[src/rtl/machine_control.sv]
// Trap and privilege sequencer: turns pipeline exceptions, interrupts, MRET and WFI into
// CSR strobes, PC mux selects, flush and halt. Outputs are combinational from state and inputs.
module machine_control (
  input  logic       CLK,
  input  logic       RESET,
  input  logic       ILLEGAL_INSTR,
  input  logic       MISALIGNED_INSTR,
  input  logic       MISALIGNED_LOAD,
  input  logic       MISALIGNED_STORE,
  input  logic       ECALL,
  input  logic       EBREAK,
  input  logic       MRET,
  input  logic       WFI,
  input  logic       MIE,
  input  logic       MEIE,
  input  logic       MTIE,
  input  logic       MSIE,
  input  logic       MEIP,
  input  logic       MTIP,
  input  logic       MSIP,
  output logic       I_OR_E,
  output logic [3:0] CAUSE_OUT,
  output logic       SET_CAUSE,
  output logic       SET_EPC,
  output logic       MIE_CLEAR,
  output logic       MIE_SET,
  output logic       INSTRET_INC,
  output logic [1:0] PC_SRC,
  output logic       FLUSH,
  output logic       HALT
);

  typedef enum logic [2:0] {
    S_RESET,
    S_OPERATING,
    S_TRAP_TAKEN,
    S_TRAP_RETURN,
    S_WAIT
  } state_t;

  state_t      r_state;
  state_t      w_next;
  logic        w_exc;
  logic        w_irq_pend;
  logic        w_irq;
  logic [3:0]  w_exc_cause;
  logic [3:0]  w_irq_cause;

  assign w_exc      = ILLEGAL_INSTR | MISALIGNED_INSTR | MISALIGNED_LOAD |
                      MISALIGNED_STORE | ECALL | EBREAK;
  assign w_irq_pend = (MEIE & MEIP) | (MTIE & MTIP) | (MSIE & MSIP);
  assign w_irq      = MIE & w_irq_pend;

  assign w_exc_cause = MISALIGNED_INSTR ? 4'd0  :
                       ILLEGAL_INSTR    ? 4'd2  :
                       ECALL            ? 4'd11 :
                       EBREAK           ? 4'd3  :
                       MISALIGNED_LOAD  ? 4'd4  : 4'd6;

  // Software outranks timer, matching the Steel Core cause ordering.
  assign w_irq_cause = (MEIE & MEIP) ? 4'd11 :
                       (MSIE & MSIP) ? 4'd3  : 4'd7;

  always_ff @(posedge CLK or posedge RESET) begin
    if (RESET) r_state <= S_RESET;
    else       r_state <= w_next;
  end

  always_comb begin
    w_next = r_state;
    case (r_state)
      S_RESET:       w_next = S_OPERATING;
      S_OPERATING: begin
        if (w_exc || w_irq) w_next = S_TRAP_TAKEN;
        else if (MRET)      w_next = S_TRAP_RETURN;
        else if (WFI)       w_next = S_WAIT;
        else                w_next = S_OPERATING;
      end
      S_TRAP_TAKEN:  w_next = S_OPERATING;
      S_TRAP_RETURN: w_next = S_OPERATING;
      S_WAIT: begin
        if (w_irq_pend) w_next = MIE ? S_TRAP_TAKEN : S_OPERATING;
        else            w_next = S_WAIT;
      end
      default:       w_next = S_RESET;
    endcase
  end

  always_comb begin
    I_OR_E      = 1'b0;
    CAUSE_OUT   = 4'd0;
    SET_CAUSE   = 1'b0;
    SET_EPC     = 1'b0;
    MIE_CLEAR   = 1'b0;
    MIE_SET     = 1'b0;
    INSTRET_INC = 1'b0;
    PC_SRC      = 2'b11;
    FLUSH       = 1'b0;
    HALT        = 1'b0;
    case (r_state)
      S_RESET: begin
        PC_SRC = 2'b00;
        FLUSH  = 1'b1;
      end
      S_OPERATING: begin
        if (w_exc || w_irq) begin
          SET_CAUSE = 1'b1;
          SET_EPC   = 1'b1;
          MIE_CLEAR = 1'b1;
          FLUSH     = 1'b1;
          I_OR_E    = ~w_exc;
          CAUSE_OUT = w_exc ? w_exc_cause : w_irq_cause;
        end else if (MRET) begin
          MIE_SET     = 1'b1;
          FLUSH       = 1'b1;
          INSTRET_INC = 1'b1;
        end else if (WFI) begin
          INSTRET_INC = 1'b1;
          HALT        = 1'b1;
          FLUSH       = 1'b1;
        end else begin
          INSTRET_INC = 1'b1;
        end
      end
      S_TRAP_TAKEN: begin
        PC_SRC = 2'b10;
        FLUSH  = 1'b1;
      end
      S_TRAP_RETURN: begin
        PC_SRC = 2'b01;
        FLUSH  = 1'b1;
      end
      S_WAIT: begin
        HALT  = 1'b1;
        FLUSH = 1'b1;
        // PC stays held while the wake-up trap saves it as EPC.
        if (w_irq_pend) begin
          if (MIE) begin
            SET_CAUSE = 1'b1;
            SET_EPC   = 1'b1;
            MIE_CLEAR = 1'b1;
            I_OR_E    = 1'b1;
            CAUSE_OUT = w_irq_cause;
          end else begin
            HALT = 1'b0;
          end
        end
      end
      default: begin
        PC_SRC = 2'b00;
        FLUSH  = 1'b1;
      end
    endcase
  end

endmodule

[config.mk]
export PLATFORM = sky130hd
export DESIGN_NAME = machine_control
export DESIGN_NICKNAME = d
export VERILOG_FILES = /design/src/rtl/machine_control.sv
export SDC_FILE = /design/constraint.sdc
export NUM_CORES = 1
export LEC_CHECK = 0
export CORE_AREA = 2 2 39 41
export CTS_CLUSTER_DIAMETER = 80
export DETAILED_ROUTE_END_ITERATION = 12
export DIE_AREA = 0 0 41 43
export GPL_ROUTABILITY_DRIVEN = 0
export PLACE_DENSITY = 0.74
export SYNTH_ARGS = -nofsm -noshare
export SYNTH_HDL_FRONTEND = slang
export SYNTH_SLANG_ARGS = --single-unit
[constraint.sdc]
create_clock -name CLK -period 5.9 [get_ports CLK]
set_clock_uncertainty 0.05 [all_clocks]
set_input_delay 1.77 -clock CLK [delete_from_list [all_inputs] [get_ports CLK]]
set_output_delay 1.77 -clock CLK [all_outputs]
set_load 0.005 [all_outputs]
==> out/metrics.json, run 1 <==
{
  "floorplanning": {
    "fp.dieW_um": 41,
    "fp.dieArea_um2": 1763,
    "start_util": 0.2920,
    "ioPinCount": 31,
    "die_h_um": 43,
    "coreArea_um2": 1384,
    "rows": 14
  },
  "logic_synthesis": {
    "synthTopCellsByArea": "sky130_fd_sc_hd__dfrtp_1, sky130_fd_sc_hd__o21ai_0, sky130_fd_sc_hd__nand2_1",
    "synth-seq-area-share": 0.1858,
    "synth.distinct_cells": 27,
    "synth.yosys.warnings": 0,
    "synth_area_um2": 404.1,
    "synthDominantAreaCellType": "sky130_fd_sc_hd__dfrtp_1",
    "synthesis.nets": 78,
    "netlist.area_leader.share": 0.1858,
    "post_synth_inst_count": 61,
    "avgSynthCellArea_um2": 6.625,
    "synth-seq-cells": 3
  },
  "hold_path": {
    "hold-path-cell-count": 3,
    "hold_class": "reg -> reg",
    "min-delay-start": "r_state[2]",
    "hold-path-endpoint": "r_state[0]"
  },
  "route": {
    "detail_route.first_pass.iterations": 4,
    "routed_via_density": 5.455,
    "detail_route.drc_violations": 0,
    "wire_per_inst_um": 11.42,
    "vias": 600,
    "detail_route.wirelength_um": 1256,
    "ant_nets": 0,
    "drt_iter0_drc": 15
  },
  "global_route": {
    "number_of_global_route_vias_before_repair": 493,
    "grt_first_pass_wirelength_um": 1959,
    "grt_overflow_total": 0,
    "grt_max_degree": 13,
    "antenna_found_initial": 0,
    "globalRouteTotalUtil": 0.1615
  },
  "finish": {
    "finish.net_count": 112,
    "post_route_cells_drive_above_1_share": 0.06383,
    "insertedDiodeCount": 0,
    "reg.largest.list": "r_state x3",
    "registers.top_by_ff_count": "r_state",
    "largest_register_ffs": 3,
    "area.growth.synth_to_final_pct": 84.83
  },
  "timing": {
    "fin_crit_sh": 0.9643,
    "report.final.slew_viol_count": 0,
    "timing.setup.tns_ns": 0,
    "grt_setup_unrepaired": "no",
    "finalCriticalPeriod_ns": 5.689,
    "finalSetupViolCount": 0,
    "max-slew-margin-rel": 0.6519,
    "clock.fmax_mhz": 175.8,
    "timing_worst_slew_pin_value_ns": 0.5221,
    "finalWorstSetupSlack_ns": 0.2108,
    "finalHoldViolations": 0
  },
  "cts": {
    "clock_path_buffers": 2,
    "cts_tree": "yes",
    "cts_repair_resize_count": 0,
    "cts-buffers-inserted": 3,
    "reg_clk_slew_reported_paths_ns": 0.04,
    "cts_htree_levels": 1,
    "worst_skew_pair_later_pin_latency_ns": 0.24,
    "clkSinkCount": 3,
    "postCtsHoldBufs": 0,
    "post_cts.repair.setup_buffers": 0,
    "root_buffer": "sky130_fd_sc_hd__clkbuf_4"
  },
  "worst_setup_path": {
    "worstSetupStartpointType": "primary input",
    "cp.arrival_ns": 3.87,
    "path_cells": "clkdlybuf4s50_1, a222oi_1, o211a_1, nand2_1, or3_1, clkdlybuf4s50_1",
    "critical-path-max-stage-delay_ns": 0.51,
    "timing.critical_path.to_type": "output pin",
    "r2r_slack_ns": 4.49,
    "required_ns": 4.08,
    "critical-path-top-delay-family": "buffers and inverters",
    "cp_max_fo": 4,
    "timing.critical_path.mode_cell": "sky130_fd_sc_hd__clkdlybuf4s50_1",
    "timing.critical_path.buf_inv": 2,
    "worstReg2RegStart": "r_state[1]",
    "timing.setup.critical_path_class": "in -> out",
    "slowest_stage": "sky130_fd_sc_hd__a222oi_1",
    "worst_r2r_endpoint": "r_state[2]",
    "ff2ff_path_depth": 3,
    "setup.worst_path.start": "MEIE"
  },
  "power": {
    "power.density_nw_per_um2": 112.6,
    "p_leak_nw": 0.2996,
    "clock_power_share": 0.437,
    "ir_worst_vdd_mv": 0.06939,
    "p_total_w": 0.00008413,
    "switching_share": 0.2544,
    "pwr-share-comb": 0.316,
    "power_report.internal_total_w": 0.00006272,
    "netSwitchingPower_w": 0.00002141,
    "power.sequential.fraction": 0.247
  },
  "run": {
    "max_cap_viol_count": 0
  },
  "placement": {
    "dp.final_hpwl_um": 1024,
    "detailedPlace.worstSlack_ns": 0.2347,
    "io_buffer_count": 30
  },
  "outcome": {
    "result_of_the_run": "complete, no violations"
  }
}
[stage by stage]
| step | utilization | cells | cell area [um2] | hold WS, ns |
|---|---|---|---|---|
| 2_1_floorplan | - | 61 | 404.1 | 0.5149 |
| 3_3_place_gp | 0.5208 | 106 | 720.7 | 0.6522 |
| 3_5_place_dp | 0.5208 | 106 | 720.7 | 0.6658 |
| 4_1_cts | 0.5398 | 110 | 747.0 | 0.6700 |
| 5_1_grt | 0.5398 | 110 | 747.0 | 0.7365 |
| 6_report | 0.5398 | 110 | 747.0 | 0.6849 |
[layout by cell type (no fill, tap or decap), types with 2 or more instances in the layout]
cell	instances
sky130_fd_sc_hd__inv_1	5
sky130_fd_sc_hd__o31ai_1	2
sky130_fd_sc_hd__o22ai_1	3
sky130_fd_sc_hd__clkdlybuf4s50_1	30
sky130_fd_sc_hd__nor2b_1	2
sky130_fd_sc_hd__dfrtp_1	3
sky130_fd_sc_hd__nand2b_1	2
sky130_fd_sc_hd__a21oi_1	4
sky130_fd_sc_hd__nor3b_1	2
sky130_fd_sc_hd__nor3_1	3
sky130_fd_sc_hd__nand2_1	6
sky130_fd_sc_hd__buf_4	2
sky130_fd_sc_hd__o21ai_0	8
sky130_fd_sc_hd__clkbuf_4	3
sky130_fd_sc_hd__nor2_1	3
sky130_fd_sc_hd__nand3_1	3
[worst register-to-register path: cells and delay by family, from the launching register on]
family             cells  cell delay [ns]
AOI/OAI and AO/OA      1             0.20
and+or+nand+nor        2             0.58
DFF                    1             0.49
[worst max path at each step]
stage / endpoint / slack (ns) / cells after the start
after floorplan: FLUSH / 1.11 / 4
after global placement: FLUSH / 0.29 / 6
after detailed placement: FLUSH / 0.23 / 6
after CTS: FLUSH / 0.21 / 6
after global routing: FLUSH / 0.08 / 6
final: FLUSH / 0.21 / 6
[power by group through the flow]
stage	logic, W	clock network, W	registers [W]
floorplan	0.00000829	0	0.0000210
global placement	0.0000264	0	0.0000210
detailed placement	0.0000265	0	0.0000210
CTS	0.0000267	0.0000374	0.0000208
global route	0.0000293	0.0000400	0.0000207
finish	0.0000266	0.0000367	0.0000208
[cell families after synthesis]
group,synth area share
AO/OA/AOI/OAI,0.3592
XOR/XNOR,0.02168
buffers and inverters,0.09286
flip-flops,0.1858
AND/OR/NAND/NOR,0.3406
[cell usage after synthesis, drive strengths merged]
cell type  count
a21boi         1
a21oi          4
a222oi         1
a22oi          1
a311o          1
a31oi          1
and3           1
buf            2
clkbuf         1
dfrtp          3
inv            5
nand2          6
nand2b         2
nand3          3
nand4          1
nor2           3
nor2b          2
nor3           3
nor3b          2
nor4           1
o211a          1
o21ai          8
o22ai          3
o31ai          2
or3            1
or3b           1
xnor2          1
[final cells by class]
class / instances / area (um2)
clock buffers: 4 / 26.28
fillers: 137 / 636.9
inverters: 5 / 18.77
multi-input cells: 50 / 291.5
flip-flops and latches: 3 / 75.07
well taps: 16 / 20.02
repair buffers: 32 / 315.3
[per-layer routing]
layer / up-vias / share of wire / global-route usage
met5: - / 0 / 0
met4: 0 / 0.016 / 0.08000
met3: 2 / 0.075 / 0.03141
met2: 28 / 0.47 / 0.2344
met1: 276 / 0.43 / 0.2179
li1: 294 / - / -
No activity file was read; power rests on OpenSTA's default activity.
==> inputs of run 2 (changes only) <==
--- a/config.mk
+++ b/config.mk
@@ -7,6 +7,7 @@
 export LEC_CHECK = 0
 export CORE_AREA = 2 2 39 41
 export CTS_CLUSTER_DIAMETER = 80
+export CTS_CLUSTER_SIZE = 8
 export DETAILED_ROUTE_END_ITERATION = 12
 export DIE_AREA = 0 0 41 43
 export GPL_ROUTABILITY_DRIVEN = 0
==> results of run 2 <==
Final layout, timing and power as in run 1 (identical DEF).
